==> config.mk <==
export PLATFORM = sky130hd
export DESIGN_NAME = program_loader
export DESIGN_NICKNAME = d
export VERILOG_FILES = /design/src/rtl/risc_spm_pkg.sv /design/src/rtl/load_checksum.sv /design/src/rtl/program_loader.sv
export SDC_FILE = /design/constraint.sdc
export NUM_CORES = 1
export LEC_CHECK = 0
export ABC_AREA = 1
export CAP_MARGIN = 20
export CORE_AREA = 2 2 77 79
export DETAILED_ROUTE_END_ITERATION = 10
export DIE_AREA = 0 0 79 81
export PLACE_DENSITY = 0.74
export SETUP_SLACK_MARGIN = 0.3
export SLEW_MARGIN = 15
export SYNTH_ARGS = -nofsm -noshare
export SYNTH_HDL_FRONTEND = slang
export SYNTH_HIERARCHICAL = 1
export SYNTH_SLANG_ARGS = --single-unit
==> constraint.sdc <==
create_clock -name clk -period 3.35 [get_ports clk]
set_clock_uncertainty 0.05 [all_clocks]
set_input_delay 0.335 -clock clk [delete_from_list [all_inputs] [get_ports clk]]
set_output_delay 0.335 -clock clk [all_outputs]
set_load 0.02 [all_outputs]
==> src/rtl/risc_spm_pkg.sv <==
// Shared RISC_SPM constants and loader state encoding.
// Used by the program loader and its checksum accumulator.
package risc_spm_pkg;

  localparam int word_size   = 8;
  localparam int memory_size = 256;

  localparam logic [word_size-1:0] CSUM_OK = 8'h00;

  typedef enum logic [2:0] {
    S_LEN,
    S_DATA,
    S_WR,
    S_CHK,
    S_CSUM,
    S_RUN,
    S_ERR
  } load_state_t;

  // LEN of 0 encodes a full image, so the last index wraps to 8'hFF.
  function automatic logic [word_size-1:0] last_index(
    input logic [word_size-1:0] len
  );
    return len - 8'd1;
  endfunction

endpackage

==> src/rtl/load_checksum.sv <==
// 8-bit carry-discarding frame accumulator for the program loader.
// zero reports whether the sum including this cycle's byte is CSUM_OK.
module load_checksum
  import risc_spm_pkg::*;
(
  input  logic                 clk,
  input  logic                 rst,
  input  logic                 clr,
  input  logic                 add,
  input  logic [word_size-1:0] din,
  output logic                 zero
);

  logic [word_size-1:0] sum;
  logic [word_size-1:0] base;
  logic [word_size-1:0] nxt;

  assign base = clr ? '0 : sum;
  assign nxt  = add ? base + din : base;
  assign zero = (nxt == CSUM_OK);

  always_ff @(posedge clk) begin
    if (rst) begin
      sum <= '0;
    end else begin
      sum <= nxt;
    end
  end

endmodule

==> src/rtl/program_loader.sv <==
// Boot loader: LEN/DATA/CSUM byte stream into SRAM, then releases the CPU.
// Optional read-back verify is enabled by defining LOADER_VERIFY_EN.
module program_loader
  import risc_spm_pkg::*;
(
  input  logic                 clk,
  input  logic                 rst,
  input  logic                 in_valid,
  input  logic [word_size-1:0] in_data,
  output logic                 in_ready,
  output logic [word_size-1:0] mem_address,
  output logic [word_size-1:0] mem_data,
  output logic                 mem_write,
  input  logic [word_size-1:0] mem_word,
  output logic                 mem_sel,
  output logic                 cpu_rst,
  output logic                 done,
  output logic                 error
);

  load_state_t state;

  logic [word_size-1:0] idx;
  logic [word_size-1:0] last_idx;
  logic                 last_q;
  logic                 accept;
  logic                 is_last;
  logic                 take;
  logic                 csum_take;
  logic                 ck_clr;
  logic                 ck_zero;
  logic                 word_bad;

`ifdef LOADER_VERIFY_EN
  localparam bit verify = 1'b1;
  assign word_bad = (mem_word != mem_data);
`else
  localparam bit verify = 1'b0;
  logic unused_word;
  assign unused_word = ^mem_word;
  assign word_bad    = 1'b0;
`endif

  assign accept  = in_valid & in_ready;
  assign is_last = (idx == last_idx);
  assign ck_clr  = accept & (state == S_LEN);

  // Full-rate mode lets S_WR accept the next data byte or the CSUM byte.
  assign take = accept & (
    (state == S_DATA) |
    (!verify & (state == S_WR) & ~last_q)
  );
  assign csum_take = accept & (
    (state == S_CSUM) |
    (!verify & (state == S_WR) & last_q)
  );

  load_checksum u_ck (
    .clk  (clk),
    .rst  (rst),
    .clr  (ck_clr),
    .add  (accept),
    .din  (in_data),
    .zero (ck_zero)
  );

  always_ff @(posedge clk) begin
    if (rst) begin
      state       <= S_LEN;
      in_ready    <= 1'b1;
      mem_address <= '0;
      mem_data    <= '0;
      mem_write   <= 1'b0;
      mem_sel     <= 1'b1;
      cpu_rst     <= 1'b0;
      done        <= 1'b0;
      error       <= 1'b0;
      idx         <= '0;
      last_idx    <= '0;
      last_q      <= 1'b0;
    end else begin
      if (take) begin
        mem_address <= idx;
        mem_data    <= in_data;
        mem_write   <= 1'b1;
        last_q      <= is_last;
      end

      unique case (state)
        S_LEN: begin
          if (accept) begin
            last_idx <= last_index(in_data);
            idx      <= '0;
            state    <= S_DATA;
          end
        end
        S_DATA: begin
          if (take) begin
            state <= S_WR;
            if (verify) begin
              in_ready <= 1'b0;
            end else if (!is_last) begin
              idx <= idx + 8'd1;
            end
          end
        end
        S_WR: begin
          if (verify) begin
            mem_write <= 1'b0;
            state     <= S_CHK;
          end else if (csum_take) begin
            mem_write <= 1'b0;
          end else if (take) begin
            if (!is_last) begin
              idx <= idx + 8'd1;
            end
          end else begin
            mem_write <= 1'b0;
            state     <= last_q ? S_CSUM : S_DATA;
          end
        end
        S_CHK: begin
          if (word_bad) begin
            state <= S_ERR;
            error <= 1'b1;
          end else begin
            in_ready <= 1'b1;
            if (last_q) begin
              state <= S_CSUM;
            end else begin
              idx   <= idx + 8'd1;
              state <= S_DATA;
            end
          end
        end
        S_CSUM: begin
        end
        S_RUN: begin
        end
        S_ERR: begin
        end
        default: begin
          state    <= S_ERR;
          error    <= 1'b1;
          in_ready <= 1'b0;
        end
      endcase

      // Frame close: the CSUM byte decides between run and error.
      if (csum_take) begin
        in_ready  <= 1'b0;
        mem_write <= 1'b0;
        if (ck_zero) begin
          state   <= S_RUN;
          mem_sel <= 1'b0;
          cpu_rst <= 1'b1;
          done    <= 1'b1;
        end else begin
          state <= S_ERR;
          error <= 1'b1;
        end
      end
    end
  end

endmodule

==> results.cfg, run 1 <==
[outcome]
status = complete, no violations

[cts]
clkSlewWorstSetupHoldPaths_ps = 90
cts_tree = built
clkSinkCount = 49
cts_buffer_depth = 2
htree_levels = 2
cts_made_buffers = 5
cts_root_buf = clkbuf_8
cts_hold_buf = 0
clock_latency_ps = 310

[final_layout]
fin_cells = 525
drive_gt1_frac = 0.116
syn2layout_area_growth_pct = 18.7
antennaDiodeCount = 0
fillers = 561
final_nets = 478
final_util = 0.592

[drt]
drtIter0Drc = 104
num_vias = 2700
wl_per_cell_um = 12.3
antenna_left = 0
routed_wl_um = 6430
drcViolationCount = 0
vias_per_cell = 5.14
first_pass_iters = 4

[floorplan]
chipWidth_um = 79
fp.coreArea_um2 = 5680
die-area_um2 = 6400
start_util = 0.499
num_rows = 28
fp.dieH_um = 81
pin_count = 41

[placed_design]
place_inst = 515
dp_hpwl_um = 4750
io_buffers = 32
globalplace.congestion = 0.906
place_worst_setup_slack_ps = 198

[logic_synthesis]
avgSynthCellArea_um2 = 6.79
synthesis.nets = 446
synth_common_cells = nand2_1, inv_1, dfxtp_1
synth_seq_cells = 49
synth.cell_area_um2 = 2830
synthCells = 417
yosys.area.top_type = dfxtp_1
synth_top_area_share = 0.346
yosys-top-cells-area = dfxtp_1, nand2_1, inv_1
synth_flop_cell = dfxtp_1
ys.warnings.count = 6
ys_async_sr_fraction = 0
synth.most_common_cell = nand2_1
synth_cell_types = 38
yosysSeqAreaShare = 0.346
synth_edf_count = 0

[power_and_ir_drop]
vdd_ir_drop_max_mv = 0.253
p_per_area_nw_per_um2 = 530
power.leakage_nw = 1.53

[sta]
slew_violations = 0
setup_viol = 0
fin_crit_ps = 2770
report.final.hold_viol_count = 0
worst_slew_pin_slew_ps = 829
setup_slack_ps = 577
slew_headroom = 0.446
rsz0062_at_grt = yes
fin_crit_sh = 0.828
fmax_mhz = 361
setup_tns_ps = 0

[global_routing]
first_global_vias = 2626
grtUsageTotal = 0.220
overflow = 0
grt_pass1_wl_um = 11200
antenna_found_initial = 0
grt_max_degree = 33

[worst_setup_path]
critical_path_class = reg2reg
worstPathCellList = inv_2 -> nand2_2 -> nor2_2 -> inv_4 -> nand2_2 -> inv_1 -> ha_2 -> inv_1 -> fa_1 -> inv_1 -> nand2_1 -> nand2_2 -> nand3b_1 -> nand2_1 -> nand2_1 -> nand3_1 -> nand2_1 -> nand2_1 -> nor2_1 -> inv_1 -> nand4_1 -> nand2_1 -> nand3_1 -> a21oi_1
cpMostUsedCell = nand2_1
r2r_cells = 24
worstSetupEndpointType = flip-flop
critical-path-top-delay-family = simple AND/OR/NAND/NOR gates
cp.required_ps = 3540
critPathMaxFanout = 8
arrival_ps = 2960
critPathMaxStageDelay_ps = 400
startpoint_type = flip-flop
slowest_stage = fa_1
crit_cells = 24
crit_buf_inv = 6

[hold_path]
worst_hold_path.num_cells = 2
hold_path_class = reg2reg

[flow_run]
drv_cap = 0
-- final cells by class --
cell class	instances	area [µm²]	area share
multi-input combinational	291	1540	0.458
timing repair buffer	41	388	0.115
tap	75	93.8	0.0279
sequential	49	992	0.295
clock buffer	5	68.8	0.0205
inverter	61	234	0.0696
clock inverter	3	46.3	0.0138
-- registers in the layout, summed over array words and instances (netlist names) --
signal,cells
mem_data,8
mem_write,1
mem_sel,1
u_ck/sum,8
last_q,1
idx,8
mem_address,8
state,3
in_ready,1
error,1
last_idx,8
done,1
-- worst paths after layout --
| path | end | startpoint | slack, ps |
|---|---|---|---|
| min | mem_sel$_SDFFE_PP1P_ | mem_sel$_SDFFE_PP1P_ | 400 |
| max | state[1]$_SDFFE_PP0P_ | state[2]$_SDFFE_PP0P_ | 580 |
| min reg2reg | mem_sel$_SDFFE_PP1P_ | mem_sel$_SDFFE_PP1P_ | 400 |
| max reg2reg | state[1]$_SDFFE_PP0P_ | state[2]$_SDFFE_PP0P_ | 580 |
-- cells by family after synthesis --
family | after synthesis | share of synthesized area
simple gates | 200 | 0.326
buf+inv | 77 | 0.118
compound gates | 74 | 0.142
flops | 49 | 0.346
fa+ha+maj | 10 | 0.0468
xor+xnor | 7 | 0.0217
-- metrics by stage --
step	total power [mW]	cell area, µm²	hold WS, ps
2_1_floorplan	1.19	2830	375
3_3_place_gp	1.34	3200	393
3_5_place_dp	1.35	3200	389
4_1_cts	1.79	3310	409
5_1_grt	1.91	3360	429
6_report	1.78	3360	403
-- worst min-delay path, cell delays in order, from the launching register on --
cell,delay (ps)
dfxtp_1,320
nand2_1,60
nand2_1,40
-- placed cells by master, fill, tap and decap left out, types with 7 or more instances in the layout --
master / count
buf_4: 9
nand4_1: 9
xnor2_1: 7
inv_1: 54
dfxtp_1: 46
nor2_1: 37
ha_1: 8
nand2_1: 93
a21oi_1: 38
nand2_2: 8
o21ai_0: 21
nand3_1: 32
clkdlybuf4s50_1: 32
-- power by group --
| part | switching [mW] | total (mW) | leakage (nW) | internal [mW] |
|---|---|---|---|---|
| Combinational | 0.374 | 0.618 | 1.08 | 0.244 |
| Sequential | 0.0637 | 0.728 | 0.404 | 0.665 |
| Clock | 0.212 | 0.436 | 0.0543 | 0.224 |
-- repair_timing --
action,CTS,global route
setup buffers,0,2
resized for setup,0,13
setup endpoints to repair,0,5
-- per-layer routing --
layer	GRT usage	wire length (µm)	up-vias	share of wire
met3	0.0333	245	8	0.038
met5	0	0	-	0
li1	-	-	1402	-
met4	0.0724	99	0	0.015
met1	0.254	2760	1242	0.43
met2	0.414	3330	48	0.52
Note: power is estimated with default switching activity, not from simulation.
==> run 2: changes to the inputs <==
==> constraint.sdc (replaced) <==
create_clock -name clk -period 2.7 [get_ports clk]
set_clock_uncertainty 0.05 [all_clocks]
set_input_delay 0.27 -clock clk [delete_from_list [all_inputs] [get_ports clk]]
set_output_delay 0.27 -clock clk [all_outputs]
set_load 0.02 [all_outputs]
==> run 2 against run 1 <==
  * Sequential power is 23% higher
  * Core utilization is 4.8 points higher
  * Non-clock buffer count is 31 higher
  * Combinational power is 45% higher
  * Wire length is 4.4% higher
  * Global-route usage is 0.081 points higher
  * Via count is 3.9% higher
  * Setup slack worse by 480 ps
  * Final area is 8.1% higher
  * Die area stayed put
  * Clock power is 7.8% higher
  * First-iteration DRC count is 5.8% higher
  * Critical endpoint is now error$_SDFF_PP0_
==> results.cfg, run 2 (synthesized netlist as in run 1, its figures left out) <==
[final_layout]
final_nets = 509
mostFrequentLayoutCells = nand2_1, inv_1, dfxtp_1
final_common_cell = nand2_1
drive_gt1_frac = 0.204
final_util = 0.640
fillers = 533
antennaDiodeCount = 0
syn2layout_area_growth_pct = 28.3

[cts]
cts_buffer_depth = 2
cts_made_buffers = 5
cts_tree = built
clkSlewWorstSetupHoldPaths_ps = 100
cts_root_buf = clkbuf_8
clkSinkCount = 49
clock_latency_ps = 310
cts_hold_buf = 0
htree_levels = 2

[placed_design]
dp_hpwl_um = 5090
globalplace.congestion = 0.942
io_buffers = 32

[floorplan]
fp.coreArea_um2 = 5680
start_util = 0.499
num_rows = 28
fp.dieH_um = 81
chipWidth_um = 79
pin_count = 41
die-area_um2 = 6400

[drt]
num_vias = 2805
drtIter0Drc = 110
wl_per_cell_um = 12.1
drcViolationCount = 0
vias_per_cell = 5.04
antenna_left = 0
routed_wl_um = 6720
first_pass_iters = 4

[power_and_ir_drop]
power.leakage_nw = 1.68
vdd_ir_drop_max_mv = 0.309
p_per_area_nw_per_um2 = 624

[global_routing]
grt_pass1_wl_um = 11300
antenna_found_initial = 0
grt_max_degree = 33
first_global_vias = 2610
overflow = 0
grtUsageTotal = 0.220

[outcome]
status = complete, no violations

[flow_run]
drv_cap = 0

[worst_setup_path]
startpoint_type = flip-flop
worstSetupEndpointType = flip-flop
cp.required_ps = 2890
r2r_cells = 21
arrival_ps = 2790
critPathMaxFanout = 5
critical_path_class = reg2reg

[sta]
report.final.hold_viol_count = 0
fmax_mhz = 384
worst_slew_pin_slew_ps = 563
slew_headroom = 0.621
holdWs_ps = 407
fin_crit_ps = 2600
fin_crit_sh = 0.965
slew_violations = 0
setup_viol = 0
rsz0062_at_grt = yes

[hold_path]
worst_hold_path.num_cells = 2
hold_path_class = reg2reg
run 2: cell count changes in the layout (fill, tap and decap cells not counted), sizes merged:
cell / before / now
buf: 9 / 40
bufinv: 1 / 0
clkinvlp: 1 / 0
inv: 61 / 63
run 2: worst paths after layout:
path,startpoint,endpoint,slack [ps]
worst min register to register,mem_sel$_SDFFE_PP1P_,mem_sel$_SDFFE_PP1P_,410
worst max-delay path,state[0]$_SDFFE_PP0P_,error$_SDFF_PP0_,100
worst min-delay path,mem_sel$_SDFFE_PP1P_,mem_sel$_SDFFE_PP1P_,410
worst max register to register,state[0]$_SDFFE_PP0P_,error$_SDFF_PP0_,100
run 2: worst max-delay path: stages, from the launching register on:
cell and delay, ps:
dfxtp_2 350, nor2_4 120, nand2_2 80, nor2_4 200, inv_4 70, nand2_4 60
inv_2 40, ha_4 150, inv_2 40, fa_2 430, nand2_2 80, nand2_2 50
nand2_1 60, nor2_1 40, nand3_1 70, nor2_1 60, nand2_2 50, nor2_1 40
inv_1 70, nand4_1 120, buf_4 150, a31oi_1 160
run 2: layout make-up:
cell class	instances	area [µm²]	area share
Tap cell	75	93.8	0.0258
Sequential cell	49	988	0.272
Clock buffer	5	68.8	0.0189
Timing Repair Buffer	72	621	0.171
Clock inverter	3	28.8	0.00792
Multi-Input combinational cell	291	1600	0.440
Inverter	61	234	0.0644
run 2: power breakdown:
group	leakage, nW	total [mW]	switching, mW	internal (mW)
sequential	0.403	0.899	0.0750	0.824
clock	0.0506	0.470	0.275	0.194
combinational	1.23	0.898	0.508	0.390
run 2: what timing repair did:
| action | CTS | global route |
|---|---|---|
| resized for setup | 5 | 9 |
| hold endpoints to repair | 0 | 0 |
| pin swaps | 10 | 15 |
| buffers inserted | 8 | 3 |
| cloned | 0 | 0 |
| endpoints found under the setup margin | 5 | 5 |
run 2: metrics by stage:
step | cell area [µm²] | setup WS (ps) | power (mW) | setup TNS [ps] | std cells
floorplan | 2880 | 10.0 | 1.50 | 0 | 417
global placement | 3410 | -186 | 1.74 | -678 | 537
detailed placement | 3410 | -200 | 1.76 | -749 | 537
CTS | 3580 | 150 | 2.26 | 0 | 553
global route | 3630 | -64.4 | 2.42 | -199 | 556
finish | 3630 | 95.1 | 2.27 | 0 | 556
run 2: per-layer routing:
metal / share of wire / vias to the layer above / GRT usage
met1: 0.45 / 1277 / 0.261
met5: 0 / - / 0
li1: - / 1469 / -
met2: 0.50 / 48 / 0.401
met4: 0.018 / 0 / 0.0759
met3: 0.031 / 11 / 0.0411
==> run 3: changes to the inputs <==
--- a/config.mk
+++ b/config.mk
@@ -7,10 +7,10 @@
 export LEC_CHECK = 0
 export ABC_AREA = 1
 export CAP_MARGIN = 20
-export CORE_AREA = 2 2 77 79
+export CORE_AREA = 2 2 80 82
 export DETAILED_ROUTE_END_ITERATION = 10
-export DIE_AREA = 0 0 79 81
-export PLACE_DENSITY = 0.74
+export DIE_AREA = 0 0 82 84
+export PLACE_DENSITY = 0.71
 export SETUP_SLACK_MARGIN = 0.3
 export SLEW_MARGIN = 15
 export SYNTH_ARGS = -nofsm -noshare
==> constraint.sdc (replaced) <==
create_clock -name clk -period 2.2 [get_ports clk]
set_clock_uncertainty 0.05 [all_clocks]
set_input_delay 0.22 -clock clk [delete_from_list [all_inputs] [get_ports clk]]
set_output_delay 0.22 -clock clk [all_outputs]
set_load 0.02 [all_outputs]
==> run 3 against run 2 <==
  * Flip-flop and latch count unchanged
  * Combinational power up 39%
  * Clock-buffer cell count unchanged
  * Clock power up 14%
  * Highest routed layer unchanged
  * The flow now finishes with violations (setup timing)
==> results.cfg, run 3 (synthesized netlist as in run 1, its figures left out) <==
[outcome]
status = finished, violations left
violations = setup timing

[drt]
antenna_left = 0
vias_per_cell = 4.97
first_pass_iters = 4
routed_wl_um = 7040
drcViolationCount = 0
num_vias = 2839
drtIter0Drc = 151
wl_per_cell_um = 12.3

[global_routing]
grt_pass1_wl_um = 11600
overflow = 0
antenna_found_initial = 0
grt_max_degree = 31
grtUsageTotal = 0.211
first_global_vias = 2613

[worst_setup_path]
critPathMaxFanout = 6
r2r-start = state[1]$_SDFFE_PP0P_
cpMostUsedCell = nand2_1
critical-path-top-delay-family = simple AND/OR/NAND/NOR gates
startpoint_type = flip-flop
r2r_cells = 22
critPathMaxStageDelay_ps = 420
worstPathCellList = nor2_4 -> nand2_4 -> nor2_4 -> inv_4 -> nand2_4 -> inv_2 -> ha_4 -> inv_2 -> fa_2 -> nand2_1 -> nand2_2 -> nand2_1 -> nor2_1 -> nand3_1 -> nor2_1 -> nand2_1 -> nor2_1 -> inv_1 -> nand4_1 -> nand2_1 -> nand3_1 -> a21oi_1
regToRegSetupSlack_ps = -440
cp.required_ps = 2380
worstSetupEndpointType = flip-flop
slowest_stage = fa_2
reg2reg_to = state[1]$_SDFFE_PP0P_
arrival_ps = 2820
crit_buf_inv = 4
critical_path_class = reg2reg

[cts]
clkSlewWorstSetupHoldPaths_ps = 90
cts_tree = built
clkSinkCount = 49
clock_latency_ps = 300
cts_hold_buf = 0
htree_levels = 2
cts_buffer_depth = 2
cts_made_buffers = 5
cts_root_buf = clkbuf_8

[sta]
rsz0062_at_grt = yes
fin_crit_sh = 1.20
fmax_mhz = 379
setup_viol = 7
report.final.hold_viol_count = 0
worst_slew_pin_slew_ps = 460
fin_crit_ps = 2640
slew_headroom = 0.690
setup_slack_ps = -436
setup_tns_ps = -2240
slew_violations = 0

[hold_path]
hold_path.startpoint = mem_sel$_SDFFE_PP1P_
worst_hold_path.num_cells = 2
hold_path_class = reg2reg
hold_path_end = mem_sel$_SDFFE_PP1P_

[placed_design]
globalplace.congestion = 0.865
dp_hpwl_um = 5050
io_buffers = 32

[power_and_ir_drop]
p_per_area_nw_per_um2 = 740
power.leakage_nw = 1.77
total_power_mw = 2.89
vdd_ir_drop_max_mv = 0.360

[floorplan]
pin_count = 41
num_rows = 29
die-area_um2 = 6890
fp.coreArea_um2 = 6100
start_util = 0.464
fp.dieH_um = 84
chipWidth_um = 82

[final_layout]
syn2layout_area_growth_pct = 38.0
final_common_cell = nand2_1
final_nets = 522
mostFrequentLayoutCells = nand2_1, inv_1, dfxtp_1
antennaDiodeCount = 0
drive_gt1_frac = 0.275

[flow_run]
drv_cap = 0
[run 3: timing repair]
item                                    4_1_cts  5_1_grt
gates resized for setup                       9       46
endpoints found under the setup margin       10       19
endpoints found under the hold margin         0        0
pin swaps                                    11       22
setup buffers                                11        7
[run 3: worst max path at each step]
stage | from | end | slack (ps) | cells past startpoint
2_1_floorplan | state[1]$_SDFFE_PP0P_ | state[0]$_SDFFE_PP0P_ | -490 | 26
3_3_place_gp | in_valid | state[1]$_SDFFE_PP0P_ | -590 | 22
3_5_place_dp | in_valid | state[0]$_SDFFE_PP0P_ | -660 | 23
4_1_cts | state[0]$_SDFFE_PP0P_ | state[1]$_SDFFE_PP0P_ | -330 | 22
5_1_grt | state[1]$_SDFFE_PP0P_ | state[0]$_SDFFE_PP0P_ | -660 | 20
6_report | state[1]$_SDFFE_PP0P_ | state[1]$_SDFFE_PP0P_ | -440 | 22
[run 3: where the power goes]
group	total [mW]	internal, mW	switching [mW]	leakage [nW]
Combinational	1.25	0.577	0.673	1.32
Clock	0.537	0.227	0.310	0.0489
Sequential	1.11	1.01	0.0947	0.403
Total	2.89	1.82	1.08	1.77
[run 3: final cells by class]
type / count / area, µm²
flip-flops and latches: 49 / 988
inverters: 61 / 238
well taps: 77 / 96.3
clock buffers: 5 / 68.8
multi-input cells: 291 / 1730
fillers: 566 / 2190
clock inverters: 3 / 20.0
repair buffers: 85 / 768
[run 3: worst min-delay path: stages (launching register included)]
cell	delay, ps
dfxtp_1	320
nand2_1	60
nand2_1	40
[run 3: stage by stage]
| stage | util | worst slack [ps] | instances | cell area, µm² | hold WS, ps |
|---|---|---|---|---|---|
| 2_1_floorplan | - | -490 | 417 | 2880 | 260 |
| 3_3_place_gp | 0.569 | -591 | 545 | 3470 | 400 |
| 3_5_place_dp | 0.569 | -657 | 545 | 3470 | 397 |
| 4_1_cts | 0.602 | -332 | 564 | 3670 | 408 |
| 5_1_grt | 0.641 | -664 | 571 | 3910 | 428 |
| 6_report | 0.641 | -436 | 571 | 3910 | 403 |
[run 3: routing by layer]
metal	part of all wire	global-route usage	up-vias
li1	-	-	1497
met1	0.45	0.293	1306
met2	0.52	0.334	34
met3	0.025	0.0325	2
met4	0.0051	0.0636	0
met5	0	0	-
